### config.mk
export PLATFORM = sky130hd
export DESIGN_NAME = pmem_line_responder
export DESIGN_NICKNAME = d
export VERILOG_FILES = /design/src/rtl/pmem_line_responder_pkg.sv /design/src/rtl/pmem_line_responder_beat_buffer.sv /design/src/rtl/pmem_line_responder.sv
export SDC_FILE = /design/constraint.sdc
export NUM_CORES = 1
export LEC_CHECK = 0
export ABC_AREA = 1
export BUFFER_PORTS_ARGS = -buffer_cell sky130_fd_sc_hd__buf_2
export CORE_AREA = 2 2 278 280
export CTS_CLUSTER_DIAMETER = 30
export DETAILED_ROUTE_END_ITERATION = 12
export DIE_AREA = 0 0 280 282
export GPL_TIMING_DRIVEN = 0
export PLACE_DENSITY = 0.71
export SYNTH_ARGS = -nofsm -noshare
export SYNTH_HDL_FRONTEND = slang
export SYNTH_SLANG_ARGS = --single-unit
### constraint.sdc
create_clock -name clk -period 47.6 [get_ports clk]
set_input_delay 0 -clock clk [delete_from_list [all_inputs] [get_ports clk]]
set_output_delay 0 -clock clk [all_outputs]
set_load 0.005 [all_outputs]
### src/rtl/pmem_line_responder_pkg.sv
// Shared types and constants for the physical-memory line responder.
// Package pmem_types: FSM state encoding and default line/beat geometry.
package pmem_types;

    localparam int PMEM_LINE_W      = 256;
    localparam int PMEM_BEAT_W      = 64;
    localparam int PMEM_BEATS       = PMEM_LINE_W / PMEM_BEAT_W;
    localparam int PMEM_OFFSET_BITS = 5;

    typedef enum logic [1:0] {
        IDLE,
        RD_BURST,
        WR_BURST,
        DONE
    } pmem_state_t;

endpackage

### src/rtl/pmem_line_responder_beat_buffer.sv
// Line-wide holding register: beat-indexed write port fills read lines,
// beat-indexed read mux feeds write bursts.
module pmem_beat_buffer #(
    parameter int LINE_W = 256,
    parameter int BEAT_W = 64,
    parameter int IDX_W  = 2
) (
    input  logic              clk,
    input  logic              rst,
    input  logic              load,
    input  logic [LINE_W-1:0] load_line,
    input  logic              beat_we,
    input  logic [IDX_W-1:0]  beat_idx,
    input  logic [BEAT_W-1:0] beat_data,
    output logic [LINE_W-1:0] line_next,
    output logic [BEAT_W-1:0] beat_out
);

    logic [LINE_W-1:0] line_q;

    // line_next exposes the post-write line so the last read beat can be
    // committed to the output register on the same edge it arrives.
    always_comb begin
        line_next = line_q;
        if (load) begin
            line_next = load_line;
        end else if (beat_we) begin
            line_next[int'(beat_idx) * BEAT_W +: BEAT_W] = beat_data;
        end
    end

    assign beat_out = line_q[int'(beat_idx) * BEAT_W +: BEAT_W];

    always_ff @(posedge clk or posedge rst) begin
        if (rst) begin
            line_q <= '0;
        end else begin
            line_q <= line_next;
        end
    end

endmodule

### src/rtl/pmem_line_responder.sv
// L2 line-port responder: turns 256-bit line reads/writes into 4-beat bursts.
// Optional watchdog enabled by defining PMEM_LINE_TIMEOUT_EN.
//
// state    | meaning
// ---------+-----------------------------------------------------------
// IDLE     | waiting for line_read / line_write (read wins on a tie)
// RD_BURST | burst_read high, collecting beats into the line buffer
// WR_BURST | burst_write high, presenting latched line beat by beat
// DONE     | one-cycle line_resp, then back to IDLE
module pmem_line_responder
    import pmem_types::*;
#(
    parameter int LINE_W         = PMEM_LINE_W,
    parameter int BEAT_W         = PMEM_BEAT_W,
    parameter int BEATS          = LINE_W / BEAT_W,
    parameter int TIMEOUT_CYCLES = 1024
) (
    input  logic              clk,
    input  logic              rst,
    input  logic              line_read,
    input  logic              line_write,
    input  logic [31:0]       line_address,
    input  logic [LINE_W-1:0] line_wdata,
    output logic [LINE_W-1:0] line_rdata,
    output logic              line_resp,
    output logic              line_err,
    output logic [31:0]       burst_address,
    output logic              burst_read,
    output logic              burst_write,
    output logic [BEAT_W-1:0] burst_wdata,
    input  logic [BEAT_W-1:0] burst_rdata,
    input  logic              burst_resp
);

    localparam int CNT_W = (BEATS > 1) ? $clog2(BEATS) : 1;

    pmem_state_t       state, state_next;
    logic [CNT_W-1:0]  cnt;
    logic              accept;
    logic              beat_fire;
    logic              last_beat;
    logic              rd_last;
    logic              timeout;
    logic [LINE_W-1:0] buf_line_next;

    // Byte offset within the line is never forwarded to memory.
    logic unused_addr_bits;
    assign unused_addr_bits = ^line_address[PMEM_OFFSET_BITS-1:0];

    assign last_beat   = (cnt == CNT_W'(BEATS - 1));
    assign burst_read  = (state == RD_BURST);
    assign burst_write = (state == WR_BURST);
    assign line_resp   = (state == DONE);

    always_ff @(posedge clk or posedge rst) begin
        if (rst) begin
            state <= IDLE;
        end else begin
            state <= state_next;
        end
    end

    always_comb begin
        state_next = state;
        accept     = 1'b0;
        beat_fire  = 1'b0;
        rd_last    = 1'b0;
        case (state)
            IDLE: begin
                if (line_read || line_write) begin
                    accept     = 1'b1;
                    state_next = line_read ? RD_BURST : WR_BURST;
                end
            end
            RD_BURST: begin
                if (burst_resp) begin
                    beat_fire = 1'b1;
                    if (last_beat) begin
                        rd_last    = 1'b1;
                        state_next = DONE;
                    end
                end else if (timeout) begin
                    state_next = DONE;
                end
            end
            WR_BURST: begin
                if (burst_resp) begin
                    beat_fire = 1'b1;
                    if (last_beat) begin
                        state_next = DONE;
                    end
                end else if (timeout) begin
                    state_next = DONE;
                end
            end
            DONE: begin
                state_next = IDLE;
            end
            default: begin
                state_next = IDLE;
            end
        endcase
    end

    always_ff @(posedge clk or posedge rst) begin
        if (rst) begin
            cnt           <= '0;
            burst_address <= '0;
            line_rdata    <= '0;
        end else begin
            if (accept) begin
                burst_address <= {line_address[31:PMEM_OFFSET_BITS], {PMEM_OFFSET_BITS{1'b0}}};
                cnt           <= '0;
            end else if (beat_fire) begin
                cnt <= cnt + 1'b1;
            end
            if (rd_last) begin
                line_rdata <= buf_line_next;
            end else if (timeout && (state == RD_BURST)) begin
                line_rdata <= '0;
            end
        end
    end

    pmem_beat_buffer #(
        .LINE_W (LINE_W),
        .BEAT_W (BEAT_W),
        .IDX_W  (CNT_W)
    ) u_beat_buffer (
        .clk       (clk),
        .rst       (rst),
        .load      (accept),
        .load_line (line_wdata),
        .beat_we   (beat_fire && (state == RD_BURST)),
        .beat_idx  (cnt),
        .beat_data (burst_rdata),
        .line_next (buf_line_next),
        .beat_out  (burst_wdata)
    );

`ifdef PMEM_LINE_TIMEOUT_EN
    localparam int WD_W = $clog2(TIMEOUT_CYCLES + 1);

    logic [WD_W-1:0] wd_cnt;
    logic            err_q;
    logic            in_burst;

    assign in_burst = (state == RD_BURST) || (state == WR_BURST);
    assign timeout  = in_burst && !burst_resp && (wd_cnt == '0);
    assign line_err = line_resp && err_q;

    // Down-counter reloads on acceptance and every beat; terminal count
    // with no beat on that cycle is the TIMEOUT_CYCLES-th silent cycle.
    always_ff @(posedge clk or posedge rst) begin
        if (rst) begin
            wd_cnt <= WD_W'(TIMEOUT_CYCLES - 1);
            err_q  <= 1'b0;
        end else begin
            if (accept || burst_resp) begin
                wd_cnt <= WD_W'(TIMEOUT_CYCLES - 1);
            end else if (in_burst && (wd_cnt != '0)) begin
                wd_cnt <= wd_cnt - 1'b1;
            end
            if (accept) begin
                err_q <= 1'b0;
            end else if (timeout) begin
                err_q <= 1'b1;
            end
        end
    end
`else
    logic unused_timeout_cfg;
    assign unused_timeout_cfg = (TIMEOUT_CYCLES != 0);
    assign timeout  = 1'b0;
    assign line_err = 1'b0;
`endif

endmodule
==> metrics.md, run 1 <==
| Metric | Value |
|---|---|
| Post-cts resize count | `0` |
| Clock Power Share | `between 20% and 30%` |
| Largest net degree at the start of global routing | `127` |
| Die area | `79000 um2` |
| Worst Path Arrival | `approximately 5.5 ns` |
| Worst setup path category | `reg -> reg` |
| R2r endpoint | `line_rdata[216]` |
| Number of flops mapped to enable cells by yosys | `0` |
| Fraction of layout cells with a size suffix above 1 | `22.2%` |
| Final HPWL DP | `102 mm` |
| MaxCap Viol Count | `0` |
| Hold WC Path Type | `in -> reg` |
| Gr busiest metal | `met2` |
| Detail Route Antenna Nets | `0` |
| Sw Pwr | `1.39 mW` |
| Final hold violations | `0` |
| Clock-pin slew on the worst setup and hold paths | `0.05 ns` |
| Initial Util | `between 30 and 40%` |
| CP Max Fanout | `12` |
| Setup violations, final | `0` |
| Multi-input gate area | `approximately 13000 um2` |
| Pleak | `25.1 nW` |
| Commonest non-fill, non-tap cell in the layout | `nand2_1` |
| Tot Pwr | `3.35 mW` |
| Ys async rst share | `100%` |
| CP startpoint kind | `flop` |
| Seq/Total Area, Yosys | `46.1%` |
| Outcome | `finished clean` |
| Non-Filler Instances | `slightly below 7000` |
| Setup crit start | `cnt[1]` |
| Row count | `101` |
| CTS Sinks | `543` |
| Pwr Density | `75.1 nW/um2` |
| Fmax | `207 MHz` |
| Fin nets | `6020` |
| Combinational share of power | `46.1%` |
| Grt ovf | `0` |
| Layout Skew | `0.0330 ns` |
| Setup TNS | `0 ns` |
| Io pins | `713` |
| Sw frac | `41.4%` |
| Reg2reg setup slack | `42.77 ns` |
| Synth warn | `0` |
| Leading area contributor after synthesis | `dfrtp_1` |
| Post-synthesis area per instance | `a little under 7 um2` |
| Share of the synthesized area in the top cell type | `46.1%` |
| Mapped Cells | `4260` |
| Clock Root Buffer | `clkbuf_16` |
| Crit share post-route | `10.1%` |
| Core ar. | `75700 um2` |
| Drt initial violations | `3990` |
| Cell Area, Synth | `29400 um2` |
| CP Data Required Time | `a little under 50 ns` |
| GR Util met1 | `43.9%` |
| Sequential Area | `13600 um2` |
| Clk Latency, worst-skew pair | `0.71 ns` |
| Internal power | `1.96 mW` |
| CTS tree | `done` |
| Synth unique cells | `24` |
| CTS buffer count | `133` |
| DRT Pass-1 Iters | `6` |
| Number of port buffers | `approximately 700` |
| Seq cells post-synth | `543` |
| Ranking of synthesized cells by area | `dfrtp_1 (46%), nand2_1 (26%), inv_1 (4.9%), and2_1 (3.5%), or2_2 (3.5%)` |
| Die Y | `between 200 and 300 um` |
| Routed WL per cell | `22.1 um` |
| Gpl congestion | `0.950` |
| Vias per cell | `roughly 5.2` |
| RSZ-0062 raised after global routing | `no` |
| Post-CTS Setup Inserts | `0` |
| Reg power frac | `between 20% and 30%` |
| Met2 track demand over resource | `58.5%` |
| Max-slew violations | `0` |
| Via Count | `35100` |
| CP Capture Type | `flop` |
| Initial antenna violation count | `7` |
| Max clock buf depth | `3` |
| Die Wd | `280 um` |
| Placed Instances | `about 6000` |
| CP endpoint | `line_rdata[216]` |
| Min Tclk post-route | `a little under 5 ns` |
| Layout area overhead | `51.2%` |
| Reg2reg start | `cnt[1]` |
| First-pass GRT wire length | `215 mm` |
| H-Tree Depth | `4` |
| Met3 Resource Use GR | `9.28%` |
| Hold buffer count at cts | `546` |
| R2r worst-path depth | `14` |
| # fillers | `around 6400` |
| Slew of the pin with the lowest slew margin | `1.20 ns` |
| Post-route DRC violation count | `0` |
| Most frequent cells in the layout | `nand2_1 (2059), buf_2 (866), dlygate4sd3_1 (546)` |
| Worst vdd ir | `0.0000382 V` |
| Worst slew margin | `between 20% and 30%` |
| Main synth FF type | `dfrtp_1` |
| GRT Total Usage | `between 30% and 40%` |
| Number of global-route vias before repair | `around 35000` |
| Final WL | `149 mm` |
| Final Util | `58.8%` |
## metrics by stage
step | cell area [um2] | hold WS (ns) | setup slack [ns]
4_1_cts | 44500 | 0.000627 | 42.74
3_5_place_dp | 34300 | 0.109 | 43.23
6_report | 44500 | 0.0520 | 42.77
3_3_place_gp | 34200 | 0.193 | 25.83
5_1_grt | 44500 | 0.0611 | 42.55
2_1_floorplan | 29500 | 0.110 | 32.42
## cells by family (layout without fill, tap and decap cells)
group | after synthesis | after routing | synth area share, %
fa+ha+maj | 11 | 11 | 0.467
other cells | 1 | 9 | 0.0127
flops | 543 | 543 | 46.1
compound gates | 228 | 228 | 4.04
buf+inv | 649 | 2143 | 9.09
simple gates | 2828 | 2828 | 40.3
## power by group through the flow
stage          combinational [mW]  clock (mW)  sequential (mW)
2_1_floorplan               0.733           0            0.813
3_3_place_gp                 1.28           0            0.832
3_5_place_dp                 1.30           0            0.828
4_1_cts                      1.49       0.964            0.828
5_1_grt                      1.68       0.992            0.858
6_report                     1.54       0.963            0.842
## synth_stat cells, types with 2 or more instances
| library cell | instances |
|---|---|
| nand2_1 | 2059 |
| dfrtp_1 | 543 |
| inv_1 | 388 |
| nor2_1 | 201 |
| nand3_1 | 197 |
| buf_2 | 165 |
| and2_1 | 164 |
| or2_2 | 164 |
| o21ai_0 | 159 |
| clkbuf_1 | 76 |
| nand3b_1 | 36 |
| o22ai_1 | 36 |
| a21oi_1 | 31 |
| ha_1 | 11 |
| buf_4 | 9 |
| buf_1 | 6 |
| inv_2 | 4 |
| nor2_4 | 4 |
| nor2_2 | 2 |
## cell type report
type                       count  share of cell area [%]
antenna                        3                  0.0169
buffer                       256                    2.70
clock buffer                 166                    8.14
clock inverter                76                    2.45
inverter                     393                    3.33
multi-input combinational   3073                    29.6
sequential                   543                    30.5
tap                          978                    2.75
timing repair buffer        1252                    20.5
## sequential cells by signal (all words and copies together), names as in the netlist
register,cells
state,2
u_beat_buffer.line_q,256
burst_address,27
line_rdata,256
cnt,2
## per-layer routing
layer  part of all wire [%]  vias up  wire [um]
li1                       -    15600          -
met1                     37    16300      55400
met2                     45     2438      67100
met3                    9.9      648      14800
met4                    8.0        4      11900
met5                  0.018        -         27
## worst max-delay path, stage by stage, from the launching register on
cell and delay, ns:
dfrtp_1 0.40, buf_2 0.26, inv_1 0.16, buf_2 0.29, clkbuf_1 0.75, ha_1 0.45, inv_2 0.11, nand2_1 0.06
nor2_2 0.86, buf_2 0.49, nand2_1 0.12, nand2_1 0.12, nand3_1 0.07, dlygate4sd3_1 0.57, nand2_1 0.06
## how the worst min path moves through the flow
stage	startpoint	end	slack, ns	cells past startpoint
after floorplan	line_address[10]	burst_address[10]	0.11	2
after global placement	line_address[5]	burst_address[5]	0.19	3
after detailed placement	rst	line_rdata[17]	0.11	2
after CTS	line_address[16]	burst_address[16]	0.0006	4
after global routing	line_address[10]	burst_address[10]	0.06	4
final	line_address[13]	burst_address[13]	0.05	4
Power figures use the tool's default switching activity.
==> run 2: changes to the inputs <==
- CORE_AREA: 2 2 278 280 -> 2 2 279 281
- DIE_AREA: 0 0 280 282 -> 0 0 281 283
- PLACE_DENSITY: 0.71 -> 0.73
- clock period: 47.6 -> 4.4 ns (I/O delays scaled with it)
==> run 2 against run 1 <==
Against the previous run:
- routed wire length grew 1.1%
- non-clock buffer count down 67
- fmax rose by 13%
- register-to-register slack lost 43 ns
- final area shrank 1.4%
- clock skew decreased by 0.0022 ns
- worst setup slack lost 43 ns
- sequential share of layout area grew 0.43 points
- die area increased by 0.71%
- sequential power increased to 11 times the previous value
- worst hold slack got worse by 0.020 ns
==> metrics.md, run 2 (synthesis results as in run 1) <==
| Metric | Value |
|---|---|
| Outcome | `finished clean (unchanged)` |
| CTS tree | `done (unchanged)` |
| Initial antenna violation count | `14 (was 7)` |
| Grt ovf | `0 (unchanged)` |
| Setup violations, final | `0 (unchanged)` |
| HP Start | `line_address[16] (was line_address[13])` |
| Worst setup path category | `reg -> reg (unchanged)` |
| Non-Filler Instances | `6733 (was 6740)` |
| Reg power frac | `25.9% (was 25.2%)` |
| Pwr Density | `802 nW/um2 (was 75.1 nW/um2)` |
| Hold depth | `4 (unchanged)` |
| Reg2reg setup slack | `0.15 ns (was 42.77 ns)` |
| Post-route DRC violation count | `0 (unchanged)` |
| Max clock buf depth | `3 (unchanged)` |
| Worst Path Arrival | `4.89 ns (was 5.47 ns)` |
| Reg2reg start | `cnt[0] (was cnt[1])` |
| Largest regs | `line_rdata (256), u_beat_buffer.line_q (256), burst_address (27) (unchanged)` |
| Die Y | `283 um (was 282 um)` |
| Max-slew violations | `0 (unchanged)` |
| GRT Total Usage | `37.4% (was 37.1%)` |
| Die Wd | `281 um (was 280 um)` |
| R2r worst-path depth | `16 (was 14)` |
| First-pass GRT wire length | `219 mm (was 215 mm)` |
| Clock Power Share | `28.7% (was 28.8%)` |
| Layout area overhead | `49.1% (was 51.2%)` |
| DRT Pass-1 Iters | `9 (was 6)` |
| Worst vdd ir | `0.000401 V (was 0.0000382 V)` |
| Drt initial violations | `3820 (was 3990)` |
| Worst hold endpoint | `burst_address[16] (was burst_address[13])` |
| CP startpoint kind | `flop (unchanged)` |
| CTS buffer count | `133 (unchanged)` |
| Worst slew margin | `19.3% (was 20.2%)` |
| # fillers | `6663 (was 6378)` |
| CP Max Fanout | `12 (unchanged)` |
| Final hold violations | `0 (unchanged)` |
| Crit share post-route | `96.7% (was 10.1%)` |
| Multi-input gate area | `13200 um2 (about the same)` |
| Number of port buffers | `701 (unchanged)` |
| Number of global-route vias before repair | `35400 (about the same)` |
| Final Util | `57.3% (was 58.8%)` |
| Gpl congestion | `0.960 (was 0.950)` |
| Min Tclk post-route | `4.25 ns (was 4.83 ns)` |
| Io pins | `713 (unchanged)` |
| Layout Skew | `0.0308 ns (was 0.0330 ns)` |
| CTS Sinks | `543 (unchanged)` |
| Clock Root Buffer | `clkbuf_16 (unchanged)` |
| CP Data Required Time | `5.03 ns (was 48.24 ns)` |
| Pleak | `24.8 nW (was 25.1 nW)` |
| Cell Area, Placed | `34600 um2 (was 34300 um2)` |
| Sw frac | `42.4% (was 41.4%)` |
| Fraction of layout cells with a size suffix above 1 | `22.7% (was 22.2%)` |
| Core ar. | `76700 um2 (was 75700 um2)` |
| Hold WC Path Type | `in -> reg (unchanged)` |
| Final HPWL DP | `104 mm (was 102 mm)` |
| Design Area, Final | `43900 um2 (was 44500 um2)` |
| Placed Instances | `6022 (was 5949)` |
| Slew of the pin with the lowest slew margin | `1.21 ns (was 1.20 ns)` |
| Largest net degree at the start of global routing | `45 (was 127)` |
| MaxCap Viol Count | `0 (unchanged)` |
| Die area | `79500 um2 (was 79000 um2)` |
| Fin nets | `5953 (was 6020)` |
| Sequential Area | `13600 um2 (unchanged)` |
| Slowest CP cell | `dlygate4sd3_1 (was nor2_2)` |
| R2r endpoint | `line_rdata[151] (was line_rdata[216])` |
| Vias per cell | `5.21 (was 5.20)` |
| Final WL | `151 mm (was 149 mm)` |
| CP Capture Type | `flop (unchanged)` |
| Via Count | `35100 (about the same)` |
| Worst setup margin | `0.146 ns (was 42.77 ns)` |
| Clk Latency, worst-skew pair | `0.70 ns (was 0.71 ns)` |
| Combinational share of power | `45.5% (was 46.1%)` |
| Crit-path cells | `buf_2 -> clkinv_1 -> buf_2 -> buf_2 -> buf_2 -> ha_1 -> inv_2 -> nor2_4 -> buf_2 -> nand3_1 -> nand2_1 -> nand2_1 -> nand2_1 -> dlygate4sd3_1 -> nand2_1 -> nand2_1 (was buf_2 -> inv_1 -> buf_2 -> clkbuf_1 -> ha_1 -> inv_2 -> nand2_1 -> nor2_2 -> buf_2 -> nand2_1 -> nand2_1 -> nand3_1 -> dlygate4sd3_1 -> nand2_1)` |
| Internal power | `20.3 mW (was 1.96 mW)` |
| Pre-CTS setup slack | `-0.0608 ns (was 43.23 ns)` |
| RSZ-0062 raised after global routing | `no (unchanged)` |
| Detail Route Antenna Nets | `0 (unchanged)` |
| CP max stage delay | `0.59 ns (was 0.86 ns)` |
| Initial Util | `38.4% (was 38.9%)` |
| Commonest non-fill, non-tap cell in the layout | `nand2_1 (unchanged)` |
| H-Tree Depth | `4 (unchanged)` |
| Most frequent cells in the layout | `nand2_1 (2059), buf_2 (866), dfrtp_1 (543) (was nand2_1 (2059), buf_2 (866), dlygate4sd3_1 (546))` |
| Clock-pin slew on the worst setup and hold paths | `0.05 ns (about the same)` |
| Routed WL per cell | `22.4 um (was 22.1 um)` |
| Row count | `102 (was 101)` |
| Fmax | `235 MHz (was 207 MHz)` |
| Sw Pwr | `14.9 mW (was 1.39 mW)` |
-- run 2: through the flow --
step / hold WS [ns] / total power, mW / TNS, ns
after global routing: 0.0405 / 37.1 / 0
final: 0.0323 / 35.2 / 0
after CTS: 0.00228 / 34.4 / 0
after global placement: 0.192 / 22.8 / -3453.70
after detailed placement: 0.181 / 23.1 / -0.0617
after floorplan: 0.110 / 16.7 / -1621.36
-- run 2: power groups by stage --
stage               combinational (mW)  clock (mW)  sequential [mW]
floorplan                         7.94           0             8.80
global placement                  13.8           0             9.00
detailed placement                14.1           0             8.98
CTS                               15.4        10.1             8.97
global route                      17.4        10.4             9.28
finish                            16.0        10.1             9.11
-- run 2: critical path, delay by kind of cell (launching register included) --
family	cells	cell delay [ns]
buffers and inverters	8	2.56
and+or+nand+nor	7	0.86
DFF	1	0.41
adders and majority gates	1	0.33
-- run 2: how the worst max path moves through the flow --
stage                start                         to  slack (ns)  cells past startpoint
global placement       rst            line_rdata[247]       -6.45                      2
finish              cnt[0]            line_rdata[151]        0.15                     16
global route        cnt[0]            line_rdata[146]       0.001                     15
CTS                 cnt[1]  u_beat_buffer.line_q[243]        0.03                     13
floorplan              rst          burst_address[10]       -2.99                      1
detailed placement  cnt[1]            line_rdata[218]       -0.06                     13
-- run 2: per-layer routing --
metal	vias up	track usage, %	wire length (um)
met5	-	0	224
met3	749	9.90	15300
li1	15500	-	-
met2	2597	58.3	67600
met1	16200	43.9	55300
met4	8	28.1	12500
-- run 2: final cells by class --
class                      count  area share (%)
sequential                   543            30.9
inverter                     393            3.37
timing repair buffer        1186            19.4
multi-input combinational   3073            30.1
buffer                       255            2.73
tap                         1040            2.96
antenna                        6          0.0342
clock inverter                67            2.13
clock buffer                 170            8.33
-- run 2: repair_timing --
item,CTS,global route
buffers inserted,0,6
resized for setup,1,2
hold endpoints to repair,670,0
hold buffers,463,0
pin swaps,0,3
endpoints found under the setup margin,3,64
